**src/rtl/alu_system_sequencer_if.sv**
```systemverilog
// Control/status bundle between alu_system_sequencer and the ALUSystem datapath.
// The step input exists only when SEQ_SINGLE_STEP_EN is defined.
interface alu_system_sequencer_if #(
  parameter int CNT_W = 16
);
  logic             start;
`ifdef SEQ_SINGLE_STEP_EN
  logic             step;
`endif
  logic [15:0]      ir_out;
  logic [3:0]       alu_flag_out;
  logic [2:0]       rf_o1sel;
  logic [2:0]       rf_o2sel;
  logic [1:0]       rf_funsel;
  logic [3:0]       rf_rsel;
  logic [3:0]       rf_tsel;
  logic [3:0]       alu_funsel;
  logic [1:0]       arf_outasel;
  logic [1:0]       arf_outbsel;
  logic [1:0]       arf_funsel;
  logic [3:0]       arf_rsel;
  logic             ir_lh;
  logic             ir_enable;
  logic [1:0]       ir_funsel;
  logic             mem_wr;
  logic             mem_cs;
  logic [1:0]       muxasel;
  logic [1:0]       muxbsel;
  logic             muxcsel;
  logic             busy;
  logic             halted;
  logic [CNT_W-1:0] instr_count;

  modport master (
    input  start, ir_out, alu_flag_out,
`ifdef SEQ_SINGLE_STEP_EN
    input  step,
`endif
    output rf_o1sel, rf_o2sel, rf_funsel, rf_rsel, rf_tsel, alu_funsel,
           arf_outasel, arf_outbsel, arf_funsel, arf_rsel,
           ir_lh, ir_enable, ir_funsel, mem_wr, mem_cs,
           muxasel, muxbsel, muxcsel, busy, halted, instr_count
  );

  modport slave (
    output start, ir_out, alu_flag_out,
`ifdef SEQ_SINGLE_STEP_EN
    output step,
`endif
    input  rf_o1sel, rf_o2sel, rf_funsel, rf_rsel, rf_tsel, alu_funsel,
           arf_outasel, arf_outbsel, arf_funsel, arf_rsel,
           ir_lh, ir_enable, ir_funsel, mem_wr, mem_cs,
           muxasel, muxbsel, muxcsel, busy, halted, instr_count
  );
endinterface

```
**src/rtl/alu_system_sequencer.sv**
```systemverilog
// Fetch/execute controller for ALUSystem: two-byte fetch into IR, then one execute cycle.
// Define SEQ_SINGLE_STEP_EN to add the step input and a PAUSE state after every execute.
module alu_system_sequencer #(
  parameter int         CNT_W   = 16,
  parameter logic [3:0] HALT_OP = 4'hF
) (
  input logic                    clk_i,
  input logic                    rst_i,
  alu_system_sequencer_if.master bus_io
);
  typedef enum logic [2:0] {
    S_IDLE    = 3'd0,
    S_FETCH_L = 3'd1,
    S_FETCH_H = 3'd2,
    S_EXEC    = 3'd3,
    S_HALT    = 3'd4
`ifdef SEQ_SINGLE_STEP_EN
    , S_PAUSE = 3'd5
`endif
  } state_t;

  state_t           state_q, state_d;
  logic [CNT_W-1:0] count_q, count_d;
  logic [3:0]       op_s;
  logic [1:0]       rd_s;
  logic [1:0]       rs_s;
  logic [3:0]       rd_onehot_s;

  assign op_s        = bus_io.ir_out[15:12];
  assign rd_s        = bus_io.ir_out[11:10];
  assign rs_s        = bus_io.ir_out[9:8];
  assign rd_onehot_s = 4'b1000 >> rd_s;
  assign bus_io.instr_count = count_q;

  always_ff @(posedge clk_i or posedge rst_i) begin
    if (rst_i) begin
      state_q <= S_IDLE;
      count_q <= {CNT_W{1'b0}};
    end else begin
      state_q <= state_d;
      count_q <= count_d;
    end
  end

  // Reset is folded in so the idle vector appears the instant rst_i rises.
  always_comb begin
    state_d            = state_q;
    count_d            = count_q;
    bus_io.rf_o1sel    = 3'b000;
    bus_io.rf_o2sel    = 3'b000;
    bus_io.rf_funsel   = 2'b00;
    bus_io.rf_rsel     = 4'b0000;
    bus_io.rf_tsel     = 4'b0000;
    bus_io.alu_funsel  = 4'b0000;
    bus_io.arf_outasel = 2'b00;
    bus_io.arf_outbsel = 2'b00;
    bus_io.arf_funsel  = 2'b00;
    bus_io.arf_rsel    = 4'b0000;
    bus_io.ir_lh       = 1'b0;
    bus_io.ir_enable   = 1'b0;
    bus_io.ir_funsel   = 2'b00;
    bus_io.mem_wr      = 1'b0;
    bus_io.mem_cs      = 1'b1;
    bus_io.muxasel     = 2'b00;
    bus_io.muxbsel     = 2'b00;
    bus_io.muxcsel     = 1'b0;
    bus_io.busy        = 1'b0;
    bus_io.halted      = 1'b0;
    if (!rst_i) begin
      case (state_q)
        S_IDLE, S_HALT: begin
          bus_io.halted = (state_q == S_HALT);
          if (bus_io.start) begin
            bus_io.arf_rsel   = 4'b0001;
            bus_io.arf_funsel = 2'b11;
            state_d           = S_FETCH_L;
          end else begin
            state_d = state_q;
          end
        end
        S_FETCH_L, S_FETCH_H: begin
          bus_io.busy        = 1'b1;
          bus_io.arf_outbsel = 2'b11;
          bus_io.mem_cs      = 1'b0;
          bus_io.ir_enable   = 1'b1;
          bus_io.ir_funsel   = 2'b10;
          bus_io.ir_lh       = (state_q == S_FETCH_H);
          bus_io.arf_rsel    = 4'b0001;
          bus_io.arf_funsel  = 2'b01;
          state_d            = (state_q == S_FETCH_L) ? S_FETCH_H : S_EXEC;
        end
        S_EXEC: begin
          bus_io.busy = 1'b1;
          count_d     = count_q + CNT_W'(1);
`ifdef SEQ_SINGLE_STEP_EN
          state_d     = S_PAUSE;
`else
          state_d     = S_FETCH_L;
`endif
          if (op_s == HALT_OP) begin
            state_d = S_HALT;
          end else begin
            if (op_s <= 4'hD) begin
              bus_io.rf_o1sel = {1'b1, rd_s};
              bus_io.rf_o2sel = {1'b1, rs_s};
            end else begin
              bus_io.rf_o1sel = 3'b000;
            end
            case (op_s)
              4'h0: begin
                bus_io.muxasel   = 2'b10;
                bus_io.rf_funsel = 2'b10;
                bus_io.rf_rsel   = rd_onehot_s;
              end
              4'h1: begin
                bus_io.muxbsel    = 2'b10;
                bus_io.arf_funsel = 2'b10;
                bus_io.arf_rsel   = 4'b1000;
              end
              4'h2: begin
                bus_io.arf_outbsel = 2'b00;
                bus_io.mem_cs      = 1'b0;
                bus_io.muxasel     = 2'b01;
                bus_io.rf_funsel   = 2'b10;
                bus_io.rf_rsel     = rd_onehot_s;
              end
              4'h3: begin
                bus_io.alu_funsel  = 4'b0000;
                bus_io.muxcsel     = 1'b1;
                bus_io.arf_outbsel = 2'b00;
                bus_io.mem_cs      = 1'b0;
                bus_io.mem_wr      = 1'b1;
              end
              4'h4, 4'h5, 4'h6, 4'h7, 4'h8, 4'h9, 4'hA, 4'hB: begin
                bus_io.alu_funsel = op_s;
                bus_io.muxcsel    = 1'b1;
                bus_io.muxasel    = 2'b00;
                bus_io.rf_funsel  = 2'b10;
                bus_io.rf_rsel    = rd_onehot_s;
              end
              4'hC: begin
                bus_io.rf_funsel = 2'b01;
                bus_io.rf_rsel   = rd_onehot_s;
              end
              4'hD: begin
                bus_io.rf_funsel = 2'b00;
                bus_io.rf_rsel   = rd_onehot_s;
              end
              4'hE: begin
                if (bus_io.alu_flag_out[3]) begin
                  bus_io.muxbsel    = 2'b10;
                  bus_io.arf_funsel = 2'b10;
                  bus_io.arf_rsel   = 4'b0001;
                end else begin
                  bus_io.arf_rsel = 4'b0000;
                end
              end
              default: bus_io.mem_cs = 1'b1;
            endcase
          end
        end
`ifdef SEQ_SINGLE_STEP_EN
        S_PAUSE: begin
          state_d = bus_io.step ? S_FETCH_L : S_PAUSE;
        end
`endif
        default: state_d = S_IDLE;
      endcase
    end else begin
      state_d = S_IDLE;
    end
  end
endmodule

```
**src/flat_wrapper.sv**
```systemverilog
// flat-port wrapper written by rule: the top's interface ports become plain ports
module alu_system_sequencer_flat 
#(
  parameter int         CNT_W   = 16,
  parameter logic [3:0] HALT_OP = 4'hF
)
  (clk_i, rst_i, bus_io_start, bus_io_ir_out, bus_io_alu_flag_out, bus_io_rf_o1sel, bus_io_rf_o2sel, bus_io_rf_funsel, bus_io_rf_rsel, bus_io_rf_tsel, bus_io_alu_funsel, bus_io_arf_outasel, bus_io_arf_outbsel, bus_io_arf_funsel, bus_io_arf_rsel, bus_io_ir_lh, bus_io_ir_enable, bus_io_ir_funsel, bus_io_mem_wr, bus_io_mem_cs, bus_io_muxasel, bus_io_muxbsel, bus_io_muxcsel, bus_io_busy, bus_io_halted, bus_io_instr_count);
  alu_system_sequencer_if #(.CNT_W(CNT_W)) bus_io_i ();
  input logic clk_i;
  input logic rst_i;
  input wire logic [$bits(bus_io_i.start)-1:0] bus_io_start;
  input wire logic [$bits(bus_io_i.ir_out)-1:0] bus_io_ir_out;
  input wire logic [$bits(bus_io_i.alu_flag_out)-1:0] bus_io_alu_flag_out;
  output wire logic [$bits(bus_io_i.rf_o1sel)-1:0] bus_io_rf_o1sel;
  output wire logic [$bits(bus_io_i.rf_o2sel)-1:0] bus_io_rf_o2sel;
  output wire logic [$bits(bus_io_i.rf_funsel)-1:0] bus_io_rf_funsel;
  output wire logic [$bits(bus_io_i.rf_rsel)-1:0] bus_io_rf_rsel;
  output wire logic [$bits(bus_io_i.rf_tsel)-1:0] bus_io_rf_tsel;
  output wire logic [$bits(bus_io_i.alu_funsel)-1:0] bus_io_alu_funsel;
  output wire logic [$bits(bus_io_i.arf_outasel)-1:0] bus_io_arf_outasel;
  output wire logic [$bits(bus_io_i.arf_outbsel)-1:0] bus_io_arf_outbsel;
  output wire logic [$bits(bus_io_i.arf_funsel)-1:0] bus_io_arf_funsel;
  output wire logic [$bits(bus_io_i.arf_rsel)-1:0] bus_io_arf_rsel;
  output wire logic [$bits(bus_io_i.ir_lh)-1:0] bus_io_ir_lh;
  output wire logic [$bits(bus_io_i.ir_enable)-1:0] bus_io_ir_enable;
  output wire logic [$bits(bus_io_i.ir_funsel)-1:0] bus_io_ir_funsel;
  output wire logic [$bits(bus_io_i.mem_wr)-1:0] bus_io_mem_wr;
  output wire logic [$bits(bus_io_i.mem_cs)-1:0] bus_io_mem_cs;
  output wire logic [$bits(bus_io_i.muxasel)-1:0] bus_io_muxasel;
  output wire logic [$bits(bus_io_i.muxbsel)-1:0] bus_io_muxbsel;
  output wire logic [$bits(bus_io_i.muxcsel)-1:0] bus_io_muxcsel;
  output wire logic [$bits(bus_io_i.busy)-1:0] bus_io_busy;
  output wire logic [$bits(bus_io_i.halted)-1:0] bus_io_halted;
  output wire logic [$bits(bus_io_i.instr_count)-1:0] bus_io_instr_count;
  assign bus_io_i.start = bus_io_start;
  assign bus_io_i.ir_out = bus_io_ir_out;
  assign bus_io_i.alu_flag_out = bus_io_alu_flag_out;
  assign bus_io_rf_o1sel = bus_io_i.rf_o1sel;
  assign bus_io_rf_o2sel = bus_io_i.rf_o2sel;
  assign bus_io_rf_funsel = bus_io_i.rf_funsel;
  assign bus_io_rf_rsel = bus_io_i.rf_rsel;
  assign bus_io_rf_tsel = bus_io_i.rf_tsel;
  assign bus_io_alu_funsel = bus_io_i.alu_funsel;
  assign bus_io_arf_outasel = bus_io_i.arf_outasel;
  assign bus_io_arf_outbsel = bus_io_i.arf_outbsel;
  assign bus_io_arf_funsel = bus_io_i.arf_funsel;
  assign bus_io_arf_rsel = bus_io_i.arf_rsel;
  assign bus_io_ir_lh = bus_io_i.ir_lh;
  assign bus_io_ir_enable = bus_io_i.ir_enable;
  assign bus_io_ir_funsel = bus_io_i.ir_funsel;
  assign bus_io_mem_wr = bus_io_i.mem_wr;
  assign bus_io_mem_cs = bus_io_i.mem_cs;
  assign bus_io_muxasel = bus_io_i.muxasel;
  assign bus_io_muxbsel = bus_io_i.muxbsel;
  assign bus_io_muxcsel = bus_io_i.muxcsel;
  assign bus_io_busy = bus_io_i.busy;
  assign bus_io_halted = bus_io_i.halted;
  assign bus_io_instr_count = bus_io_i.instr_count;
  alu_system_sequencer #(.CNT_W(CNT_W), .HALT_OP(HALT_OP)) u_core (.clk_i(clk_i), .rst_i(rst_i), .bus_io(bus_io_i));
endmodule
```
**config.mk**
```make
export PLATFORM = sky130hd
export DESIGN_NAME = alu_system_sequencer_flat
export DESIGN_NICKNAME = d
export VERILOG_FILES = /design/src/rtl/alu_system_sequencer_if.sv /design/src/rtl/alu_system_sequencer.sv /design/src/flat_wrapper.sv
export SDC_FILE = /design/constraint.sdc
export NUM_CORES = 1
export LEC_CHECK = 0
export BUFFER_PORTS_ARGS = -buffer_cell sky130_fd_sc_hd__buf_2
export CAP_MARGIN = 15
export CORE_MARGIN = 1
export CORE_UTILIZATION = 40
export DETAILED_ROUTE_END_ITERATION = 10
export GPL_TIMING_DRIVEN = 0
export PLACE_DENSITY = 0.75
export SYNTH_ARGS = -nofsm -noshare
export SYNTH_HDL_FRONTEND = slang
export SYNTH_SLANG_ARGS = --single-unit
export TNS_END_PERCENT = 20
```
**constraint.sdc**
```tcl
create_clock -name clk_i -period 3.15 [get_ports clk_i]
set_clock_uncertainty 0.15 [all_clocks]
set_input_delay 0.4725 -clock clk_i [delete_from_list [all_inputs] [get_ports clk_i]]
set_output_delay 0.4725 -clock clk_i [all_outputs]
set_load 0.005 [all_outputs]
```
==> flow_summary.yaml, run 1 <==
timing:
  layout_worst_path_cycle_share_pct: 82.9
  rsz0062_at_grt: "false"
  setup_viol: 0
  setup_total_negative_slack_ps: 0
  final_number_of_hold_violating_endpoints: 0
  layout_min_cycle_time_ps: 2610
  max_freq_ghz: 0.383
  worst_pin_slew_ps: 728
  number_of_max_slew_violations_in_the_final_report: 0
  slew_headroom_pct: 51.4
yosys:
  synth.top_cells.by_count: "19 x sky130_fd_sc_hd__dfrtp_1, 19 x sky130_fd_sc_hd__nand2_1, 15 x sky130_fd_sc_hd__buf_4"
  syn-cell-area_sq_um: 1290
  post_synthesis_cell_type_count: 35
  synth_cells: 151
  synth-seq-cells: 19
  synth-edff-count: 0
  async_flop_share_pct: 100
  postSynth.topFlopCell: "sky130_fd_sc_hd__dfrtp_1"
  post_synth_main_area_contributors: "sky130_fd_sc_hd__dfrtp_1 37%, sky130_fd_sc_hd__xnor2_1 8.8%, sky130_fd_sc_hd__buf_4 8.7%"
  yosysSeqAreaShare_pct: 36.7
  synthesis.area_per_instance_sq_um: 8.58
  synth_largest_type_area_fraction_pct: 36.7
  synth-warning-count: 0
  netlist.top_cell.by_area: "sky130_fd_sc_hd__dfrtp_1"
pwr:
  power_per_cell_area_nw_per_um2: 335
  leakage_nw: 0.939
  post-layout-total-power_w: 0.000570
  vdd_ir_drop_max_mv: 0.133
route:
  drt-initial-drc-count: 35
  vias: 1228
  route.detailed.wl_per_inst_microns: 9.97
  drcViolationCount: 0
  drtPass1Iterations: 4
  ant_nets: 0
  detail_route.vias_per_cell: 4.62
  routed_wl_mm: 2.65
hold_path:
  worstHoldEndpoint: "u_core.state_q[2]"
  timing.hold.worst_path_depth: 3
  holdCritPathClass: "in -> reg"
  hold_path_startpoint: "bus_io_start"
clock_network:
  tritoncts_num_sinks: 19
  htreeDepth: 1
  postCtsResizedCells: 0
  clockBufferDepth: 2
  cts.root.buffer_cell: "sky130_fd_sc_hd__clkbuf_4"
  clkSlewWorstSetupHoldPaths_ps: 100
  tritoncts: "done"
  insertion_delay_ps: 300
  cts-hold-fix-buffers: 0
  cts-buffers-inserted: 3
  cts.repair_timing.setup_buffer_count: 0
floorplan:
  floorplan.die_area_sq_um: 3470
  design.portCount: 82
  die_w_microns: 58.9
  std_cell_rows: 20
  core_area_sq_um: 3050
  dieHeight_microns: 58.9
  starting_density_pct: 42.4
global_route:
  global_route.usage.total_pct: 16.5
  grt_antenna_before_repair: 0
  grt_overflow_total: 0
  grt_pass1_vias: 1073
  pin_count_of_the_biggest_net_entering_global_routing: 21
  first_pass_grt_wire_length_mm: 4.44
worst_setup_path:
  worstReg2RegEnd: "u_core.bus_io.instr_count[9]"
  setup.reg_to_reg.worst_slack_ps: 1280
  rr_startpoint: "u_core.state_q[2]"
  timing.critical_path.slowest_stage_cell: "sky130_fd_sc_hd__dfrtp_1"
  reg2reg_depth: 6
  crit_top_cell: "sky130_fd_sc_hd__buf_2"
  worst_ep_arrival_time_ps: 1990
  crit_path_cell_trace: "clkbuf_1 -> nand4bb_1 -> buf_2 -> a31oi_2 -> nand2_1 -> nor3_1 -> buf_2"
  crit_path_max_incr_delay_ps: 370
  worst_ep_required_time_ps: 2530
  worst_setup_path_start_kind: "flip-flop"
  cp-end-kind: "primary output"
  cp_max_fo: 9
  setup.worst_path.class: "reg -> out"
finish:
  drive_gt1_share_pct: 39.2
  area_overhead_vs_synth_pct: 31.3
  finish.net_count: 247
  antenna_cells: 0
  design_area_sq_um: 1700
place:
  globalplace.congestion: 0.786
  postPlaceCellArea_sq_um: 1670
  io_buffer_count: 58
  detailedPlacementHpwl_mm: 2.06
outcome:
  status: "finished clean"
job:
  max_cap_viol_count: 0
## through the flow
| stage | hold WS (ps) | utilization, % | worst slack [ps] | cells |
|---|---|---|---|---|
| 2_1_floorplan | 318 | - | 910 | 160 |
| 4_1_cts | 297 | 55.7 | 517 | 266 |
| 5_1_grt | 333 | 55.7 | 330 | 266 |
| 3_3_place_gp | 306 | 54.8 | 711 | 262 |
| 6_report | 310 | 55.7 | 538 | 266 |
| 3_5_place_dp | 327 | 54.8 | 696 | 262 |
## layout make-up
cell class / instances / area [sq um]
tap: 44 / 55.1
multi-input combinational: 116 / 692
buffer: 22 / 150
inverter: 3 / 11.3
sequential: 19 / 475
fill: 313 / 1350
timing repair buffer: 58 / 290
clock buffer: 4 / 26.3
## cells by family after synthesis
kind of cell | after synthesis | synth area share, %
xor gates and xnor gates | 16 | 10.8
AOI/OAI and AO/OA | 12 | 6.28
other | 1 | 0.290
DFF | 19 | 36.7
adders and majority gates | 1 | 0.966
and+or+nand+nor | 77 | 32.5
buffers and inverters | 25 | 12.5
## flip-flops by register name (all words and copies together) (netlist names)
| register | count |
|---|---|
| u_core.state_q | 3 |
| u_core.bus_io.instr_count | 16 |
## metal layers
metal	vias up	track usage [%]	part of all wire, %
met2	50	28.6	44
met3	5	3.74	7.9
met4	0	7.14	1.7
met1	548	19.4	46
li1	625	-	-
met5	-	0	0
## power by group
| part | internal [W] | total [W] | switching [W] |
|---|---|---|---|
| sequential | 0.000262 | 0.000279 | 0.0000176 |
| combinational | 0.0000826 | 0.000170 | 0.0000873 |
| clock | 0.0000494 | 0.000121 | 0.0000717 |
| total | 0.000394 | 0.000570 | 0.000177 |
## critical path, delay by kind of cell, from the launching register on
kind | cells | cell delay [ps]
buf+inv | 3 | 510
flops | 1 | 370
simple gates | 3 | 490
compound gates | 1 | 310
## worst max-delay path by stage
stage,depth (start not counted),slack (ps),end,start
finish,7,540,bus_io_rf_rsel[3],u_core.state_q[2]
detailed placement,6,700,bus_io_arf_funsel[1],bus_io_ir_out[14]
global route,7,330,bus_io_rf_rsel[3],u_core.state_q[2]
global placement,6,710,bus_io_arf_funsel[1],bus_io_ir_out[14]
floorplan,5,910,bus_io_arf_funsel[1],bus_io_ir_out[12]
CTS,7,520,bus_io_rf_rsel[3],u_core.state_q[2]
## placed cells by master, fill, tap and decap left out, drive strengths merged
cell type	netlist	final
and4	2	2
nor4	2	2
nand2b	5	5
nor4b	2	2
dfrtp	19	19
or3b	1	1
nand4	3	3
inv	3	3
clkbuf	3	7
buf	19	77
xnor2	13	13
nor3	9	9
a31oi	1	1
xor2	3	3
o32a	1	1
o22ai	1	1
o21ai	1	1
ha	1	1
a211o	1	1
a21oi	7	7
and2	8	8
nand3	7	7
or2	2	2
and3	2	2
nand4bb	1	1
nand2	19	19
nor2	13	13
conb	1	10
or3	1	1
No activity file was read; power rests on OpenSTA's default activity.
==> inputs of run 2 (changes only) <==
==> constraint.sdc (replaced) <==
create_clock -name clk_i -period 2.6 [get_ports clk_i]
set_clock_uncertainty 0.15 [all_clocks]
set_input_delay 0.39 -clock clk_i [delete_from_list [all_inputs] [get_ports clk_i]]
set_output_delay 0.39 -clock clk_i [all_outputs]
set_load 0.005 [all_outputs]
==> flow_summary.yaml, run 2 (same netlist as run 1, synthesis figures left out) <==
worst_setup_path:
  setup.worst_path.class: "reg -> out"
  worst_ep_required_time_ps: 2060
  timing.critical_path.slowest_stage_cell: "sky130_fd_sc_hd__dfrtp_1"
  cp-end-kind: "primary output"
  crit_top_cell: "sky130_fd_sc_hd__buf_2"
  crit_path_max_incr_delay_ps: 370
  worst_setup_path_start_kind: "flip-flop"
  rr_startpoint: "u_core.state_q[2]"
  cp_max_fo: 9
  crit_path_cell_trace: "clkbuf_2 -> nand4bb_1 -> buf_2 -> a31oi_4 -> nand2_1 -> nor3_1 -> buf_2"
  critical_path.startpoint: "u_core.state_q[2]"
  worst_ep_arrival_time_ps: 1850
global_route:
  grt_pass1_vias: 1073
  grt_overflow_total: 0
  first_pass_grt_wire_length_mm: 4.44
  grt_antenna_before_repair: 0
  global_route.usage.total_pct: 16.5
  pin_count_of_the_biggest_net_entering_global_routing: 21
place:
  io_buffer_count: 58
  detailedPlacementHpwl_mm: 2.06
  place_worst_setup_slack_ps: 311
  globalplace.congestion: 0.786
pwr:
  power_per_cell_area_nw_per_um2: 405
  vdd_ir_drop_max_mv: 0.161
  leakage_nw: 0.947
timing:
  final_number_of_hold_violating_endpoints: 0
  number_of_max_slew_violations_in_the_final_report: 0
  rsz0062_at_grt: "false"
  timing.final.ws_setup_ps: 206
  slew_headroom_pct: 51.3
  setup_viol: 0
  layout_worst_path_cycle_share_pct: 92.1
  layout_min_cycle_time_ps: 2390
  max_freq_ghz: 0.418
  worst_pin_slew_ps: 730
  setup_total_negative_slack_ps: 0
floorplan:
  floorplan.die_area_sq_um: 3470
  die_w_microns: 58.9
  design.portCount: 82
  std_cell_rows: 20
  starting_density_pct: 42.4
  core_area_sq_um: 3050
  dieHeight_microns: 58.9
outcome:
  status: "finished clean"
hold_path:
  holdCritPathClass: "in -> reg"
  hold_path_startpoint: "bus_io_start"
clock_network:
  tritoncts_num_sinks: 19
  cts-buffers-inserted: 3
  clockBufferDepth: 2
  tritoncts: "done"
  htreeDepth: 1
  clkSlewWorstSetupHoldPaths_ps: 100
  cts.root.buffer_cell: "sky130_fd_sc_hd__clkbuf_4"
  cts-hold-fix-buffers: 0
  insertion_delay_ps: 300
finish:
  largest_register_ff_count: 16
  area_overhead_vs_synth_pct: 32.6
  drive_gt1_share_pct: 40.5
  final_cell_mix: "61 x sky130_fd_sc_hd__buf_2, 19 x sky130_fd_sc_hd__nand2_1, 19 x sky130_fd_sc_hd__dfrtp_1"
  final_common_cell: "sky130_fd_sc_hd__buf_2"
  finish.net_count: 247
  antenna_cells: 0
route:
  drt-initial-drc-count: 44
  vias: 1223
  route.detailed.wl_per_inst_microns: 10.1
  drtPass1Iterations: 4
  detail_route.vias_per_cell: 4.60
  routed_wl_mm: 2.68
  drcViolationCount: 0
  ant_nets: 0
job:
  max_cap_viol_count: 0
## run 2: cell count changes in the layout (fill, tap and decap cells not counted)
cell / previous run / this run
sky130_fd_sc_hd__nor3_2: 1 / 2
sky130_fd_sc_hd__clkbuf_1: 4 / 2
sky130_fd_sc_hd__clkbuf_2: 0 / 2
sky130_fd_sc_hd__nor3_1: 7 / 6
sky130_fd_sc_hd__a31oi_2: 1 / 0
sky130_fd_sc_hd__a31oi_4: 0 / 1
## run 2: area by class of cell
cell class | instances | area [sq um]
inverter | 3 | 11.3
tap | 44 | 55.1
timing repair buffer | 58 | 290
sequential | 19 | 475
multi-input combinational | 116 | 706
buffer | 22 | 153
clock buffer | 4 | 26.3
fill | 312 | 1340
## run 2: worst paths after layout
check | slack (ps) | endpoint | depth (start not counted)
min in group asynchronous | 370 | u_core.bus_io.instr_count[11] | 3
max reg2reg | 760 | u_core.bus_io.instr_count[9] | 6
max in group asynchronous | 1470 | u_core.bus_io.instr_count[5] | 3
min reg2reg | 330 | u_core.bus_io.instr_count[15] | 1
max | 210 | bus_io_rf_rsel[3] | 7
min | 230 | u_core.state_q[2] | 3
## run 2: worst max-delay path: cells and delay by family, from the launching register on
| family | cells | cell delay, ps |
|---|---|---|
| buf+inv | 3 | 500 |
| flops | 1 | 370 |
| simple gates | 3 | 440 |
| compound gates | 1 | 240 |
## run 2: routing by layer
metal / routed length [microns] / GRT usage [%]
met2: 1190 / 28.6
met1: 1230 / 19.4
met5: 0 / 0
met4: 45 / 7.14
met3: 205 / 3.74
## run 2: what timing repair did
item | 4_1_cts | 5_1_grt
endpoints found under the setup margin | 0 | 6
setup buffers | 0 | 0
resized for setup | 0 | 6
## run 2: metrics by stage
| stage | std cells | utilization, % | instance area [sq um] | power, W | hold slack, ps |
|---|---|---|---|---|---|
| floorplan | 160 | - | 1330 | 0.000476 | 318 |
| global placement | 262 | 54.8 | 1670 | 0.000546 | 306 |
| detailed placement | 262 | 54.8 | 1670 | 0.000553 | 327 |
| CTS | 266 | 55.7 | 1700 | 0.000702 | 214 |
| global route | 266 | 56.2 | 1720 | 0.000751 | 250 |
| finish | 266 | 56.2 | 1720 | 0.000696 | 227 |
## run 2: report_power, final
group          switching [W]  internal (W)  total (W)  leakage, nW
Combinational       0.000108      0.000101   0.000210        0.671
Sequential         0.0000213      0.000317   0.000338        0.262
Clock              0.0000880     0.0000598   0.000148       0.0150
==> inputs of run 3 (changes only) <==
--- a/config.mk
+++ b/config.mk
@@ -8,10 +8,10 @@
 export BUFFER_PORTS_ARGS = -buffer_cell sky130_fd_sc_hd__buf_2
 export CAP_MARGIN = 15
 export CORE_MARGIN = 1
-export CORE_UTILIZATION = 40
+export CORE_UTILIZATION = 42
 export DETAILED_ROUTE_END_ITERATION = 10
 export GPL_TIMING_DRIVEN = 0
-export PLACE_DENSITY = 0.75
+export PLACE_DENSITY = 0.88
 export SYNTH_ARGS = -nofsm -noshare
 export SYNTH_HDL_FRONTEND = slang
 export SYNTH_SLANG_ARGS = --single-unit
==> flow_summary.yaml, run 3 (same netlist as run 1, synthesis figures left out) <==
outcome:
  status: "finished with violations"
  failed_checks: "DRC"
route:
  vias: 1225
  drt-initial-drc-count: 31
  route.detailed.wl_per_inst_microns: 11.3
  drtPass1Iterations: 7
  ant_nets: 0
  routed_wl_mm: 2.85
  drcViolationCount: 4
  detail_route.vias_per_cell: 4.84
hold_path:
  worstHoldEndpoint: "u_core.state_q[2]"
  hold_path_startpoint: "bus_io_start"
  holdCritPathClass: "in -> reg"
  timing.hold.worst_path_depth: 3
worst_setup_path:
  critical_path_buf_inv_count: 3
  worstReg2RegEnd: "u_core.bus_io.instr_count[13]"
  cp_top_delay_family: "buffers and inverters"
  worst_ep_arrival_time_ps: 1890
  setup.worst_path.class: "reg -> out"
  cp_max_fo: 9
  worst_setup_path_start_kind: "flip-flop"
  crit_top_cell: "sky130_fd_sc_hd__buf_2"
  setup.reg_to_reg.worst_slack_ps: 700
  reg2reg_depth: 6
  crit_path_max_incr_delay_ps: 370
  worst_ep_required_time_ps: 2060
  cp-end-kind: "primary output"
  timing.critical_path.slowest_stage_cell: "sky130_fd_sc_hd__dfrtp_1"
  rr_startpoint: "u_core.state_q[2]"
  crit_path_cell_trace: "clkbuf_1 -> nand4bb_1 -> buf_2 -> a31oi_4 -> nand2_1 -> nor3_1 -> buf_2"
finish:
  finish.net_count: 247
  seq_area_sq_um: 475
  design_area_sq_um: 1700
  antenna_cells: 0
  area_overhead_vs_synth_pct: 31.3
  final_cell_mix: "61 x sky130_fd_sc_hd__buf_2, 19 x sky130_fd_sc_hd__nand2_1, 19 x sky130_fd_sc_hd__dfrtp_1"
  postLayoutCoreUtil_pct: 60.1
  multiInputGateArea_sq_um: 706
  largest_register_ff_count: 16
  drive_gt1_share_pct: 40.5
  nFillCells: 254
  final_common_cell: "sky130_fd_sc_hd__buf_2"
global_route:
  pin_count_of_the_biggest_net_entering_global_routing: 21
  grt_pass1_vias: 1057
  global_route.usage.total_pct: 18.3
  grt_overflow_total: 0
  grt_antenna_before_repair: 0
  first_pass_grt_wire_length_mm: 4.60
clock_network:
  clkSlewWorstSetupHoldPaths_ps: 100
  tritoncts: "done"
  tritoncts_num_sinks: 19
  cts-buffers-inserted: 3
  insertion_delay_ps: 300
  clockBufferDepth: 2
  cts.root.buffer_cell: "sky130_fd_sc_hd__clkbuf_4"
  htreeDepth: 1
place:
  globalplace.congestion: 0.836
  place_worst_setup_slack_ps: 317
  postPlaceCellArea_sq_um: 1660
  detailedPlacementHpwl_mm: 2.29
  io_buffer_count: 58
floorplan:
  die_w_microns: 57.5
  core_area_sq_um: 2830
  floorplan.die_area_sq_um: 3310
  dieHeight_microns: 57.5
  std_cell_rows: 19
  starting_density_pct: 45.8
  design.portCount: 82
pwr:
  vdd_ir_drop_max_mv: 0.150
  power_per_cell_area_nw_per_um2: 408
  leakage_nw: 0.946
timing:
  rsz0062_at_grt: "false"
  max_freq_ghz: 0.412
  worst_hold_slack_ps: 252
  worst_pin_slew_ps: 699
  layout_min_cycle_time_ps: 2430
  timing.final.ws_setup_ps: 172
  slew_headroom_pct: 53.3
  layout_worst_path_cycle_share_pct: 93.4
  final_number_of_hold_violating_endpoints: 0
  setup_viol: 0
  setup_total_negative_slack_ps: 0
  number_of_max_slew_violations_in_the_final_report: 0
job:
  max_cap_viol_count: 0
run 3: report_power, final:
group	leakage, nW	switching [W]	internal [W]
clock network	0.0177	0.0000878	0.0000573
logic	0.667	0.000110	0.000101
registers	0.262	0.0000213	0.000317
run 3: final cells by class:
cell class                 count  area share, %
inverter                       3          0.662
timing repair buffer          58           17.1
sequential                    19           28.0
clock inverter                 1          0.294
buffer                        22           8.90
multi-input combinational    116           41.5
clock buffer                   3           1.32
tap                           31           2.28
run 3: per-layer routing:
metal  vias to the layer above  global-route usage (%)  wire length [microns]
met4                         0                    8.01                     34
met3                         4                    3.40                    132
met5                         -                       0                      0
li1                        622                       -                      -
met1                       561                    22.2                   1210
met2                        38                    31.4                   1470
run 3: repair_timing:
item,CTS,global route
hold buffers,0,0
endpoints found under the hold margin,0,0
gates resized for setup,0,4
buffers inserted,0,0
endpoints found under the setup margin,0,6
run 3: worst max-delay path by stage:
stage                           start  slack [ps]  cells after the start              endpoint
floorplan           bus_io_ir_out[12]         530                      5  bus_io_arf_funsel[1]
global placement    bus_io_ir_out[14]         320                      6  bus_io_arf_funsel[1]
detailed placement  bus_io_ir_out[14]         320                      6  bus_io_arf_funsel[1]
CTS                 u_core.state_q[2]          50                      7     bus_io_rf_rsel[2]
global route        u_core.state_q[2]           1                      7     bus_io_rf_rsel[2]
finish              u_core.state_q[2]         170                      7     bus_io_rf_rsel[2]
run 3: worst reg2reg max path, cell delays in order, from the launching register on:
cell and delay, ps:
sky130_fd_sc_hd__dfrtp_1 370, sky130_fd_sc_hd__clkbuf_1 170, sky130_fd_sc_hd__nand4bb_1 220, sky130_fd_sc_hd__buf_2 200, sky130_fd_sc_hd__nor3_2 360, sky130_fd_sc_hd__nand3_1 160
sky130_fd_sc_hd__xnor2_1 160
run 3: per-stage QoR:
stage	instances	total power (W)
finish	253	0.000694
global route	253	0.000749
CTS	253	0.000698
detailed placement	249	0.000552
global placement	249	0.000548
floorplan	160	0.000476
